### config.mk
export PLATFORM = sky130hd
export DESIGN_NAME = reg_operand_sequencer
export DESIGN_NICKNAME = d
export VERILOG_FILES = /design/src/rtl/reg_operand_sequencer.sv
export SDC_FILE = /design/constraint.sdc
export NUM_CORES = 1
export LEC_CHECK = 0
export CAP_MARGIN = 30
export CORE_MARGIN = 2
export CORE_UTILIZATION = 42
export DETAILED_ROUTE_END_ITERATION = 10
export HOLD_SLACK_MARGIN = 0.02
export MAX_ROUTING_LAYER = met4
export PLACE_DENSITY = 0.8
export SYNTH_ARGS = -nofsm -noshare
export SYNTH_HDL_FRONTEND = slang
export SYNTH_SLANG_ARGS = --single-unit
### constraint.sdc
create_clock -name clk -period 2 [get_ports clk]
set_input_delay 0.3 -clock clk [delete_from_list [all_inputs] [get_ports clk]]
set_output_delay 0.3 -clock clk [all_outputs]
set_load 0.005 [all_outputs]
### src/rtl/reg_operand_sequencer.sv
// Operand sequencer for a single-read/single-write register file: reads rs1 (and rs2),
// issues operands to the ALU, waits for the result and optionally writes it back to rd.
module reg_operand_sequencer #(
    parameter int DATA_W  = 16,
    parameter int SEL_W   = 3,
    parameter int TIMEOUT = 0
) (
    input  logic              clk,
    input  logic              rst,
    input  logic              req_valid,
    output logic              req_ready,
    input  logic [SEL_W-1:0]  req_rs1,
    input  logic [SEL_W-1:0]  req_rs2,
    input  logic [SEL_W-1:0]  req_rd,
    input  logic              req_two_op,
    input  logic              req_wb,
    output logic [SEL_W-1:0]  rf_sel_out,
    output logic              rf_output_enable,
    input  logic [DATA_W-1:0] rf_data_out,
    output logic [SEL_W-1:0]  rf_sel_in,
    output logic              rf_write_enable,
    output logic [DATA_W-1:0] rf_data_in,
    output logic              op_valid,
    input  logic              op_ready,
    output logic [DATA_W-1:0] op_a,
    output logic [DATA_W-1:0] op_b,
    input  logic              res_valid,
    output logic              res_ready,
    input  logic [DATA_W-1:0] res_data,
    output logic              busy,
    output logic              err_timeout
);

    localparam int CNT_W = (TIMEOUT > 1) ? $clog2(TIMEOUT) : 1;

    typedef enum logic [2:0] {
        IDLE,
        READ_A,
        READ_B,
        ISSUE,
        WAIT_RES,
        WRITE
    } state_t;

    state_t              state_q, state_d;
    logic [SEL_W-1:0]    rs1_q, rs1_d, rs2_q, rs2_d, rd_q, rd_d;
    logic                two_q, two_d, wb_q, wb_d;
    logic [DATA_W-1:0]   opa_q, opa_d, opb_q, opb_d, res_q, res_d;
    logic [CNT_W-1:0]    cnt_q, cnt_d;

    always_comb begin
        state_d          = state_q;
        rs1_d            = rs1_q;
        rs2_d            = rs2_q;
        rd_d             = rd_q;
        two_d            = two_q;
        wb_d             = wb_q;
        opa_d            = opa_q;
        opb_d            = opb_q;
        res_d            = res_q;
        cnt_d            = cnt_q;
        req_ready        = 1'b0;
        rf_sel_out       = '0;
        rf_output_enable = 1'b0;
        rf_sel_in        = '0;
        rf_write_enable  = 1'b0;
        rf_data_in       = '0;
        op_valid         = 1'b0;
        res_ready        = 1'b0;
        err_timeout      = 1'b0;

        case (state_q)
            IDLE: begin
                req_ready = 1'b1;
                if (req_valid) begin
                    rs1_d   = req_rs1;
                    rs2_d   = req_rs2;
                    rd_d    = req_rd;
                    two_d   = req_two_op;
                    wb_d    = req_wb;
                    state_d = READ_A;
                end
            end
            READ_A: begin
                rf_sel_out       = rs1_q;
                rf_output_enable = 1'b1;
                opa_d            = rf_data_out;
                if (two_q) begin
                    state_d = READ_B;
                end else begin
                    opb_d   = '0;
                    state_d = ISSUE;
                end
            end
            READ_B: begin
                rf_sel_out       = rs2_q;
                rf_output_enable = 1'b1;
                opb_d            = rf_data_out;
                state_d          = ISSUE;
            end
            ISSUE: begin
                op_valid = 1'b1;
                if (op_ready) begin
                    cnt_d   = '0;
                    state_d = WAIT_RES;
                end
            end
            WAIT_RES: begin
                res_ready = 1'b1;
                if (res_valid) begin
                    res_d   = res_data;
                    state_d = wb_q ? WRITE : IDLE;
                end else if (TIMEOUT > 0) begin
                    // cnt_q counts completed result-less cycles; the last one aborts
                    if (cnt_q == CNT_W'(TIMEOUT - 1)) begin
                        err_timeout = 1'b1;
                        state_d     = IDLE;
                    end else begin
                        cnt_d = cnt_q + 1'b1;
                    end
                end
            end
            WRITE: begin
                rf_sel_in       = rd_q;
                rf_data_in      = res_q;
                rf_write_enable = 1'b1;
                state_d         = IDLE;
            end
            default: state_d = IDLE;
        endcase

        // Strobes are squelched while reset is held so no write or handshake slips out.
        if (rst) begin
            req_ready        = 1'b0;
            rf_output_enable = 1'b0;
            rf_write_enable  = 1'b0;
            op_valid         = 1'b0;
            res_ready        = 1'b0;
            err_timeout      = 1'b0;
        end
    end

    always_ff @(posedge clk) begin
        if (rst) begin
            state_q <= IDLE;
            rs1_q   <= '0;
            rs2_q   <= '0;
            rd_q    <= '0;
            two_q   <= 1'b0;
            wb_q    <= 1'b0;
            opa_q   <= '0;
            opb_q   <= '0;
            res_q   <= '0;
            cnt_q   <= '0;
        end else begin
            state_q <= state_d;
            rs1_q   <= rs1_d;
            rs2_q   <= rs2_d;
            rd_q    <= rd_d;
            two_q   <= two_d;
            wb_q    <= wb_d;
            opa_q   <= opa_d;
            opb_q   <= opb_d;
            res_q   <= res_d;
            cnt_q   <= cnt_d;
        end
    end

    assign op_a = opa_q;
    assign op_b = opb_q;
    assign busy = (state_q != IDLE);

endmodule

==> impl_metrics.py, run 1 <==
metrics = {
    "global_route": {
        "grt_usage": 0.234,
        "grt_antenna_before_repair": 0,
        "grt_pass1_wl_mm": 11.5,
        "grt_max_degree": 18,
        "grt_pass1_vias": 2414,
        "gr-total-overflow": 0,
    },
    "cts": {
        "cts_buffers": 9,
        "cts_hold_buf": 0,
        "cts_buffer_depth": 2,
        "cts.sinks": 62,
        "path_clk_slew_ns": 0.07,
        "htree_num_levels": 3,
        "worstSkewPairLatency_ns": 0.34,
        "cts_tree": "built",
        "clockRootBuffer": "clkbuf_8",
    },
    "yosys": {
        "syn_inst": 293,
        "syn_avg_cell_area_um2": 8.46,
        "syn-cell-area_um2": 2480,
        "ys_seq_area_frac": 0.501,
        "ys_warn_count": 0,
        "ys_ff_latch": 62,
        "ys_types": 33,
        "syn-num-nets": 341,
    },
    "timing": {
        "finalCriticalPeriod_ns": 1.93,
        "maxSlewHeadroom": 0.638,
        "drv_slew": 0,
        "setup_violations": 0,
        "fin_skew_ns": 0.00845,
        "rsz0062_at_grt": "false",
        "tightest_slew_ns": 0.542,
        "fmax_mhz": 519,
        "post-route-period-util": 0.963,
        "hold_slack_ns": 0.292,
        "hold_viol_final": 0,
    },
    "final_layout": {
        "final_common_cell": "nand2_1",
        "syn2layout_area_growth_pct": 58.9,
        "num_antenna_cells": 0,
        "layout.nets": 453,
        "drive_gt1_frac": 0.112,
        "layout.cells.non_filler": 481,
        "final_cell_mix": "nand2_1 (87), clkdlybuf4s50_1 (79), dfxtp_1 (59), a21oi_1 (45), and3_1 (20)",
    },
    "floorplanning": {
        "die_w_um": 80.8,
        "ios": 109,
        "rows": 27,
        "die_h_um": 80.8,
        "dieArea_um2": 6530,
        "initial_utilization": 0.442,
        "core_um2": 5610,
    },
    "setup_path": {
        "worst_r2r_endpoint": "rs1_q[2]",
        "crit_path_max_fanout": 17,
        "worstPathArrival_ns": 1.63,
        "required_ns": 1.70,
        "reg2regPathDepth": 4,
        "reg2reg_setup_slack_ns": 0.37,
        "start_kind": "flip-flop",
        "r2r-start": "state_q[2]",
        "end_kind": "output port",
        "critical_path_class": "reg -> out",
    },
    "flow_run": {
        "drv_cap": 0,
    },
    "detailed_routing": {
        "wl_mm": 7.13,
        "ant_nets": 0,
        "via_per_inst": 5.11,
        "drcViolationCount": 0,
        "first_pass_iters": 4,
        "drtIter0Drc": 150,
        "num_vias": 2459,
        "wl_per_cell_um": 14.8,
    },
    "min_path": {
        "hp-start": "rst",
        "hold_depth": 2,
        "holdPathEnd": "state_q[2]",
        "min_path_type": "in -> reg",
    },
    "place": {
        "gp_congestion": 0.841,
        "dp_hpwl_mm": 4.94,
        "dpl.cell_count": 462,
        "portBuffers": 107,
    },
    "status": {
        "status": "completed",
    },
    "power": {
        "leakage_nw": 1.87,
        "p_per_area_nw_per_um2": 807,
        "power_w": 0.00318,
        "peakVddDrop_uv": 547,
    },
}
[cell usage after synthesis (all sizes together)]
cell     count  share of area
a211oi       1         0.0030
a21o         1         0.0030
a21oi       45          0.091
a221oi       1          0.011
a22o        16          0.057
a22oi        3         0.0091
and3        20          0.050
buf         14          0.034
clkbuf      12          0.019
conb         1         0.0015
dfxtp       62           0.50
inv          1         0.0015
nand2       87           0.13
nand2b       2         0.0050
nand3        1         0.0020
nand4        1         0.0025
nand4bb      1         0.0045
nor2         8          0.012
nor2b        3          0.014
nor3         1         0.0020
nor3b        1         0.0050
nor4         2         0.0050
nor4b        2          0.012
nor4bb       2         0.0081
o21bai       1         0.0030
or3          2         0.0050
or3b         1         0.0035
or4b         1         0.0040
[how the worst max path moves through the flow]
stage	startpoint	to	cells after the start
final	state_q[0]	busy	3
after global routing	state_q[0]	rf_output_enable	6
after CTS	state_q[0]	op_valid	3
after detailed placement	req_valid	rs1_q[0]	4
after global placement	req_valid	rs1_q[0]	4
after floorplan	state_q[0]	rf_output_enable	4
[state kept, by name (all words and copies together), names as in the netlist]
name     flops
op_a        16
two_q        1
rd_q         3
rs1_q        3
op_b        16
wb_q         1
rs2_q        3
res_q       16
state_q      3
[timing repair]
action	in CTS	in global routing
buffers inserted	4	0
gates resized for setup	15	20
endpoints found under the setup margin	27	17
[per-layer routing]
layer | global-route usage | wire, um
met1 | 0.278 | 3160
met5 | - | 0
met4 | 0.117 | 171
met3 | 0.0367 | 288
met2 | 0.386 | 3510
[power by group]
group,internal (W),total (W),leakage [nW],switching (W)
Clock,0.000764,0.00124,0.109,0.000475
Combinational,0.000322,0.000584,1.26,0.000262
Sequential,0.00131,0.00136,0.505,0.0000439
Total,0.00240,0.00318,1.87,0.000781
[per-stage QoR]
stage	setup WS, ns	setup TNS, ns	instance area (um^2)	utilization
after floorplan	0.518	0	2480	-
after global routing	0.0100	0	3940	0.702
after detailed placement	0.206	0	3630	0.647
after global placement	0.213	0	3630	0.647
final	0.0734	0	3940	0.702
after CTS	-0.0434	-0.0568	3880	0.692
[critical path, cell delays in order, from the launching register on]
cell and delay (ns):
dfxtp_2 0.33, buf_6 0.15, or3_1 0.34, clkdlybuf4s50_1 0.47
[area by class of cell]
cell class,instances,area [um^2]
clock buffers,12,155
repair buffers,127,1260
well taps,72,90.1
clock inverters,3,67.6
multi-input cells,204,1110
inverters,1,3.75
fillers,463,1670
flip-flops and latches,62,1240
[kinds of logic (layout without fill, tap and decap cells)]
logic type      Yosys count  after routing  share of synthesized area
compound gates           68             68                      0.176
buf+inv                  27            143                     0.0545
flops                    62             62                      0.501
other cells               1              1                    0.00151
simple gates            135            135                      0.267
No activity file was read; power rests on OpenSTA's default activity.
==> run 2, diff against run 1 <==
- CORE_MARGIN: 2 -> 1
- HOLD_SLACK_MARGIN: 0.02 -> 0.05
==> impl_metrics.py, run 2 (synthesis gave the netlist of run 1 again) <==
metrics = {
    "cts": {
        "worstSkewPairLatency_ns": 0.34,
        "clockRootBuffer": "clkbuf_8",
        "htree_num_levels": 3,
        "cts_buffers": 9,
        "cts_tree": "built",
        "cts_hold_buf": 0,
        "cts.sinks": 62,
        "cts_buffer_depth": 2,
        "path_clk_slew_ns": 0.07,
    },
    "timing": {
        "finalCriticalPeriod_ns": 1.90,
        "post-route-period-util": 0.950,
        "rsz0062_at_grt": "false",
        "hold_slack_ns": 0.318,
        "setup_violations": 0,
        "fmax_mhz": 526,
        "tightest_slew_ns": 0.566,
        "maxSlewHeadroom": 0.622,
        "drv_slew": 0,
        "fin_skew_ns": 0.00706,
        "hold_viol_final": 0,
        "setup-tns-final_ns": 0,
    },
    "final_layout": {
        "layout.nets": 453,
        "final_area_um2": 3900,
        "final_common_cell": "nand2_1",
        "fin_util": 0.696,
        "drive_gt1_frac": 0.112,
        "nFillCells": 460,
        "final_cell_mix": "nand2_1 (87), clkdlybuf4s50_1 (80), dfxtp_1 (59), a21oi_1 (45), and3_1 (20)",
        "syn2layout_area_growth_pct": 57.5,
        "num_antenna_cells": 0,
    },
    "global_route": {
        "grt_max_degree": 19,
        "grt_pass1_wl_mm": 11.8,
        "grt_util_met3": 0.0529,
        "gr-total-overflow": 0,
        "met2_usage": 0.400,
        "grt_antenna_before_repair": 0,
        "grt_usage": 0.251,
        "use_met1": 0.298,
        "busiest_layer": "met2",
        "grt_pass1_vias": 2500,
    },
    "floorplanning": {
        "rows": 27,
        "die_h_um": 78.8,
        "initial_utilization": 0.442,
        "ios": 109,
        "core_um2": 5610,
        "dieArea_um2": 6210,
        "die_w_um": 78.8,
    },
    "place": {
        "placed_area_um2": 3640,
        "portBuffers": 107,
        "dp_hpwl_mm": 5.04,
        "gp_congestion": 0.818,
    },
    "power": {
        "power.internal_w": 0.00236,
        "peakVddDrop_uv": 489,
        "p_per_area_nw_per_um2": 804,
        "clkPwrFrac": 0.384,
        "p_seq_frac": 0.432,
        "p_switching_w": 0.000776,
        "netSwitchingFraction": 0.247,
        "comb_power_share": 0.184,
        "leakage_nw": 1.77,
    },
    "detailed_routing": {
        "ant_nets": 0,
        "wl_per_cell_um": 14.8,
        "drtIter0Drc": 124,
        "num_vias": 2476,
        "drcViolationCount": 0,
        "via_per_inst": 5.14,
        "wl_mm": 7.14,
        "first_pass_iters": 4,
    },
    "setup_path": {
        "reg2regPathDepth": 4,
        "crit_path_max_fanout": 5,
        "end_kind": "output port",
        "required_ns": 1.70,
        "start_kind": "flip-flop",
        "worstPathArrival_ns": 1.60,
        "critical_path_class": "reg -> out",
    },
    "min_path": {
        "hold_depth": 2,
        "min_path_type": "in -> reg",
    },
    "status": {
        "status": "completed",
    },
    "flow_run": {
        "drv_cap": 0,
    },
}
-- run 2: final cells by class --
| cell class | instances | area (um^2) | share of cell area |
|---|---|---|---|
| multi-input cells | 204 | 1110 | 0.286 |
| clock inverters | 4 | 70.1 | 0.0179 |
| well taps | 72 | 90.1 | 0.0231 |
| repair buffers | 127 | 1230 | 0.316 |
| flip-flops and latches | 62 | 1250 | 0.320 |
| clock buffers | 12 | 145 | 0.0372 |
| inverters | 1 | 3.75 | 0.000962 |
-- run 2: metrics by stage --
| step | worst slack [ns] | total power [W] | cells |
|---|---|---|---|
| floorplan | 0.518 | 0.00164 | 293 |
| global placement | 0.182 | 0.00193 | 463 |
| detailed placement | 0.101 | 0.00194 | 463 |
| CTS | 0.000470 | 0.00315 | 482 |
| global route | 0.0467 | 0.00327 | 482 |
| finish | 0.0991 | 0.00314 | 482 |
-- run 2: metal layers --
layer / vias to the layer above / part of all wire
met4: 0 / 0.037
met1: 1149 / 0.43
li1: 1221 / -
met5: - / 0
met2: 80 / 0.49
met3: 26 / 0.040
-- run 2: worst max-delay path: stages (launching register included) --
cell and delay, ns:
dfxtp_4 0.38, nor4bb_2 0.31, clkdlybuf4s50_1 0.58
-- run 2: what timing repair did --
| item | CTS | global route |
|---|---|---|
| gates resized for setup | 21 | 13 |
| endpoints found under the setup margin | 26 | 11 |
| buffers inserted | 3 | 0 |
| hold endpoints to repair | 0 | 0 |
| pin swaps | 0 | 0 |
-- run 2: power groups by stage --
stage	combinational [W]	clock, W	sequential [W]
after floorplan	0.000253	0	0.00138
after global placement	0.000547	0	0.00138
after detailed placement	0.000558	0	0.00138
after CTS	0.000569	0.00122	0.00136
after global routing	0.000627	0.00128	0.00137
final	0.000577	0.00120	0.00136
-- run 2: final timing paths --
path                                  from        to  slack, ns
worst max-delay path            state_q[0]  op_valid        0.1
worst min-delay path                   rst      wb_q       0.32
worst max register to register  state_q[2]  rs2_q[2]       0.36
worst min register to register    res_q[4]  res_q[4]       0.45
==> variant 1: new RTL, config.mk and constraints of run 2 <==
Change the parameter `DATA_W` from 16 to 24.
--- a/src/rtl/reg_operand_sequencer.sv
+++ b/src/rtl/reg_operand_sequencer.sv
@@ -1,7 +1,7 @@
 // Operand sequencer for a single-read/single-write register file: reads rs1 (and rs2),
 // issues operands to the ALU, waits for the result and optionally writes it back to rd.
 module reg_operand_sequencer #(
-    parameter int DATA_W  = 16,
+    parameter int DATA_W  = 24,
     parameter int SEL_W   = 3,
     parameter int TIMEOUT = 0
 ) (
Interface: changed (5 resized); port bits go from 109 to 149. The function was not compared with the original's and may differ.
==> variant 1 against run 2 <==
- worst setup slack worse by 0.051 ns
- sequential power rose by 37%
- wire length grew 35%
- cell area is 34% higher
- first-iteration DRC count up 31%
- area after synthesis is 34% higher
- sequential cell count increased by 24
- power grew 25%
==> variant 1: results (changes against run 2) <==
- The share of synthesized area occupied by flip-flops and latches is 0.5189 (was 0.5008).
- Clock-pin slew was measured on the worst setup and hold paths at approximately 0.08 ns.
- The worst-case setup margin in the final layout is 0.04774 ns (was 0.09912 ns).
- The leakage power summed over all cells was 0.002178 µW (was 0.001771 µW).
- The detailed router's first-iteration violation count is 163 (was 124).
- The depth of the worst register-to-register path is 5 (was 4).
- Run status: finished, final reports clean (unchanged).
- The internal power consumption is 2884 µW (was 2363 µW).
- The largest clock skew in the final design is 0.01267 ns (was 0.007057 ns).
- The largest voltage drop on the vdd net came to 0.5627 mV (was 0.4888 mV).
- The ratio of cells with drive above 1 in the final layout came to 0.1245 (was 0.1122).
- The reg2reg setup slack is 0.21 ns (was 0.36 ns).
- The distinct cell type count after synthesis is 31 (was 33).
- The CTS H-tree depth is 3 (unchanged).
- The final net count is 605 (was 453).
- The clock buffer count from CTS came to 9 (unchanged).
- The global placer's final weighted congestion came to 0.8367 (was 0.8177).
- The count of buffers inserted at the top-level ports is 147 (was 107).
- The largest net degree at the start of global routing is 40 (was 19).
- The routed wire length per instance is 14.85 µm (was 14.80 µm).
- The first-pass iteration count of the detailed router is 4 (unchanged).
- The total global routing track utilization came to 0.2409 (was 0.2508).
- The endpoint arrival time on the critical path is 1.65 ns (was 1.60 ns).
- The detail-routed via count per cell was 5.140 (was 5.137).
- The HPWL after detailed placement was 6405 µm (was 5036 µm).
- Cell types with the highest counts after synthesis: 119 x sky130_fd_sc_hd__nand2_1, 86 x sky130_fd_sc_hd__dfxtp_1, 61 x sky130_fd_sc_hd__a21oi_1, 28 x sky130_fd_sc_hd__and3_1, 24 x sky130_fd_sc_hd__a22o_1 (was 87 x sky130_fd_sc_hd__nand2_1, 62 x sky130_fd_sc_hd__dfxtp_1, 45 x sky130_fd_sc_hd__a21oi_1, 20 x sky130_fd_sc_hd__and3_1, 16 x sky130_fd_sc_hd__a22o_1).
- The startpoint of the lowest-slack register-to-register path is state_q[1] (was state_q[2]).
- The worst slew margin relative to its limit is 0.4457 (was 0.6224).
- The first-pass GRT wire length was 15550 µm (was 11820 µm).
- The destination of the worst register-to-register timing path is op_a[3] (was rs2_q[2]).
- The number of global-route vias before repair was 3235 (was 2500).
- The clock root buffer master is sky130_fd_sc_hd__clkbuf_8 (unchanged).
- The kind of path behind the tightest hold check is reg -> reg (was in -> reg).
- Synth top area cells: sky130_fd_sc_hd__dfxtp_1 52%, sky130_fd_sc_hd__nand2_1 13%, sky130_fd_sc_hd__a21oi_1 9.2%, sky130_fd_sc_hd__a22o_1 6.3%, sky130_fd_sc_hd__and3_1 5.3% (was sky130_fd_sc_hd__dfxtp_1 50%, sky130_fd_sc_hd__nand2_1 13%, sky130_fd_sc_hd__a21oi_1 9.1%, sky130_fd_sc_hd__a22o_1 5.7%, sky130_fd_sc_hd__and3_1 5.0%).
- The worst setup timing slack at the placement stage is 0.08851 ns (was 0.1008 ns).
- The post-synth net total is 455 (was 341).
- The async set-reset flop share out of synthesis is 0 (unchanged).
==> variant 1: changes by cell type in the layout (fill, tap and decap cells not counted), moves of 16 or more <==
| cell | change |
|---|---|
| sky130_fd_sc_hd__clkdlybuf4s50_1 | +32 |
| sky130_fd_sc_hd__dfxtp_1 | +24 |
| sky130_fd_sc_hd__a21oi_1 | +16 |
| sky130_fd_sc_hd__nand2_1 | +32 |
==> variant 1: final cells by class <==
class                           instances  area (µm²)
Fill cell                             647        2474
Sequential cell                        86        1730
Timing Repair Buffer                  175        1662
Multi-Input combinational cell        268        1484
Clock buffer                           10       137.6
Tap cell                              102       127.6
Clock inverter                          6       68.82
Inverter                                1       3.754
==> variant 1: kinds of logic after synthesis <==
group                  count (synthesis)  synth area share
buffers and inverters                 37           0.05241
other                                  1          0.001130
DFF                                   86            0.5189
AOI/OAI and AO/OA                     92            0.1768
and+or+nand+nor                      175            0.2508
==> variant 1: how the worst min path moves through the flow <==
stage | cells after the start | from | to
6_report | 2 | res_q[17] | res_q[17]
5_1_grt | 2 | res_q[6] | res_q[6]
4_1_cts | 2 | res_q[17] | res_q[17]
3_5_place_dp | 2 | res_q[17] | res_q[17]
3_3_place_gp | 2 | res_q[16] | res_q[16]
2_1_floorplan | 1 | rf_data_out[10] | op_b[10]
==> variant 1: through the flow <==
step / hold slack, ns / util / instance area [µm²] / power, µW / std cells
after floorplan: 0.4255 / - / 3318 / 2227 / 391
after global placement: 0.4368 / 0.6362 / 4891 / 2614 / 619
after detailed placement: 0.4438 / 0.6362 / 4891 / 2632 / 619
after CTS: 0.4550 / 0.6761 / 5197 / 3940 / 647
after global routing: 0.4776 / 0.6782 / 5214 / 4111 / 648
final: 0.4516 / 0.6782 / 5214 / 3928 / 648
==> variant 1: critical path, stage by stage (launching register included) <==
cell and delay [ns]:
sky130_fd_sc_hd__dfxtp_4 0.37, sky130_fd_sc_hd__nor4bb_2 0.37, sky130_fd_sc_hd__clkdlybuf4s50_1 0.57
==> variant 1: routing by layer <==
| metal | track usage | share of wire | up-vias |
|---|---|---|---|
| li1 | - | - | 1616 |
| met1 | 0.2836 | 0.43 | 1588 |
| met2 | 0.4034 | 0.50 | 102 |
| met3 | 0.03788 | 0.038 | 25 |
| met4 | 0.1111 | 0.033 | 0 |
| met5 | - | 0 | - |
==> variant 1: power groups by stage <==
stage / clock, µW / combinational (µW) / sequential [µW]
floorplan: 0 / 315 / 1910
global placement: 0 / 705 / 1910
detailed placement: 0 / 718 / 1910
CTS: 1280 / 788 / 1870
global route: 1360 / 862 / 1890
finish: 1250 / 801 / 1870
==> variant 1: what timing repair did <==
action,4_1_cts,5_1_grt
endpoints found under the setup margin,35,11
buffers inserted,11,1
pin swaps,2,2
hold buffers,0,0
resized for setup,50,17
gates cloned,1,0
==> variant 2: new RTL, flow settings as in run 2 <==
Without the edit above. `res_q` no longer has a reset.
--- a/src/rtl/reg_operand_sequencer.sv
+++ b/src/rtl/reg_operand_sequencer.sv
@@ -150,7 +150,6 @@
             wb_q    <= 1'b0;
             opa_q   <= '0;
             opb_q   <= '0;
-            res_q   <= '0;
             cnt_q   <= '0;
         end else begin
             state_q <= state_d;
@@ -161,9 +160,12 @@
             wb_q    <= wb_d;
             opa_q   <= opa_d;
             opb_q   <= opb_d;
-            res_q   <= res_d;
             cnt_q   <= cnt_d;
         end
+    end
+
+    always_ff @(posedge clk) begin
+        res_q <= res_d;
     end
 
     assign op_a = opa_q;
Formal check against the unedited RTL: same outputs for any inputs over 10 cycles, from zero or initial values and one cycle with rst high; that may be too few to reach the edited logic, so the function may still have changed.
==> variant 2 against run 2 <==
- count of clock-buffer cells in the layout rose by 1
- power decreased by 3.2%
- sequential cell count unchanged
- area after synthesis down 2.7%
- hold slack gained 0.14 ns
- worst setup slack got worse by 0.076 ns
- cell area about the same
- wire length down 3.8%
==> variant 2: results (changes against run 2) <==
- The number of synthesized flops with an enable pin is 16 (was 0).
- The share of synthesized area occupied by flip-flops and latches was 0.5809 (was 0.5008).
- The post-synth net total was 287 (was 341).
- The endpoint arrival time on the critical path is 1.68 ns (was 1.60 ns).
- The met3 layer wire length in the routed design is 323 µm (was 287 µm).
- The number of global-route vias before repair came to 1999 (was 2500).
- The largest net degree at the start of global routing came to 20 (was 19).
- Cell types with the highest counts after synthesis: 57 x sky130_fd_sc_hd__nand2_1, 46 x sky130_fd_sc_hd__dfxtp_1, 29 x sky130_fd_sc_hd__a21oi_1, 22 x sky130_fd_sc_hd__and3_1 (was 87 x sky130_fd_sc_hd__nand2_1, 62 x sky130_fd_sc_hd__dfxtp_1, 45 x sky130_fd_sc_hd__a21oi_1, 20 x sky130_fd_sc_hd__and3_1, 16 x sky130_fd_sc_hd__a22o_1).
- The total global routing track utilization was 0.2310 (was 0.2508).
- The reg2reg setup slack is 0.24 ns (was 0.36 ns).
- The startpoint of the lowest-slack register-to-register path is state_q[1] (was state_q[2]).
- The number of inserted filler cells in the final layout was 419 (was 460).
- The leakage power summed over all cells is 0.001747 µW (was 0.001771 µW).
- Run status: finished, final reports clean (unchanged).
- The area after detailed placement came to 3541 µm² (was 3637 µm²).
- The kind of path behind the tightest hold check is reg -> reg (was in -> reg).
- The non-filler instance count after layout is 441 (was 482).
- The largest voltage drop on the vdd net is 0.5803 mV (was 0.4888 mV).
- The HPWL after detailed placement is 4405 µm (was 5036 µm).
- The worst slew margin relative to its limit was 0.5269 (was 0.6224).
- The final net count is 412 (was 453).
- Synth top area cells: sky130_fd_sc_hd__dfxtp_1 38%, sky130_fd_sc_hd__edfxtp_1 20%, sky130_fd_sc_hd__nand2_1 8.9%, sky130_fd_sc_hd__a21oi_1 6.0%, sky130_fd_sc_hd__a22o_1 5.8% (was sky130_fd_sc_hd__dfxtp_1 50%, sky130_fd_sc_hd__nand2_1 13%, sky130_fd_sc_hd__a21oi_1 9.1%, sky130_fd_sc_hd__a22o_1 5.7%, sky130_fd_sc_hd__and3_1 5.0%).
- The largest clock skew in the final design is 0.003334 ns (was 0.007057 ns).
- The global placer's final weighted congestion is 0.8543 (was 0.8177).
- The multiplexer share of the synthesized area was 0 (unchanged).
- The share of the synthesized area in compound gates (AO/OA/AOI/OAI) is 0.1540 (was 0.1762).
- The detail-routed via count per cell is 5.107 (was 5.137).
- The launch point of the worst hold path is op_a[13] (was rst).
- The number of warnings reported in the yosys synthesis log came to 0 (unchanged).
- The wire length reported by the detailed router is 6865 µm (was 7135 µm).
- The hold path endpoint is op_a[13] (was wb_q).
- The detailed router's first-iteration violation count is 162 (was 124).
- The met1 routed wirelength after detailed routing is 2914 µm (was 3097 µm).
- The delay contributed by the slowest stage of the critical path is 0.51 ns (was 0.58 ns).
- The per-instance average area after synthesis was 10.09 µm² (was 8.459 µm²).
- The destination of the worst register-to-register timing path is op_b[1] (was rs2_q[2]).
[variant 2: cell type report]
class | count | area [µm²] | area share
multi-input combinational | 158 | 930.9 | 0.2382
inverter | 1 | 3.754 | 0.0009606
tap | 72 | 90.09 | 0.02305
clock buffer | 13 | 168.9 | 0.04323
timing repair buffer | 132 | 1287 | 0.3295
clock inverter | 3 | 16.27 | 0.004163
sequential | 62 | 1410 | 0.3609
[variant 2: how the worst max path moves through the flow]
stage	start	endpoint	slack, ns	cells after the start
after floorplan	state_q[2]	res_q[0]	0.24	4
after global placement	rst	op_valid	-0.03	4
after detailed placement	rst	rf_output_enable	-0.03	4
after CTS	state_q[2]	res_ready	-0.04	3
after global routing	state_q[2]	res_ready	-0.04	3
final	state_q[1]	rf_data_in[11]	0.02	3
[variant 2: repair_timing]
action,in CTS,in global routing
cloned,2,1
resized for setup,13,18
setup endpoints to repair,27,23
buffers inserted,1,12
pin swaps,0,1
hold endpoints to repair,0,0
[variant 2: logic make-up after synthesis]
family	Yosys count
and+or+nand+nor	101
AOI/OAI and AO/OA	53
DFF	62
buffers and inverters	22
other	1
[variant 2: tightest hold or removal path, cell delays in order, from the launching register on]
cell	delay (ns)
sky130_fd_sc_hd__dfxtp_1	0.31
sky130_fd_sc_hd__nand2_1	0.05
sky130_fd_sc_hd__a21oi_1	0.05
[variant 2: metal layers]
layer | global-route usage | vias up
li1 | - | 1089
met5 | - | -
met3 | 0.05294 | 23
met4 | 0.1226 | 0
met1 | 0.2891 | 1058
met2 | 0.3469 | 82
[variant 2: power by group]
group	leakage [µW]	internal, µW	switching (µW)
Sequential	0.000521	1360	47.5
Clock	0.0000997	547	458
Combinational	0.00113	351	272
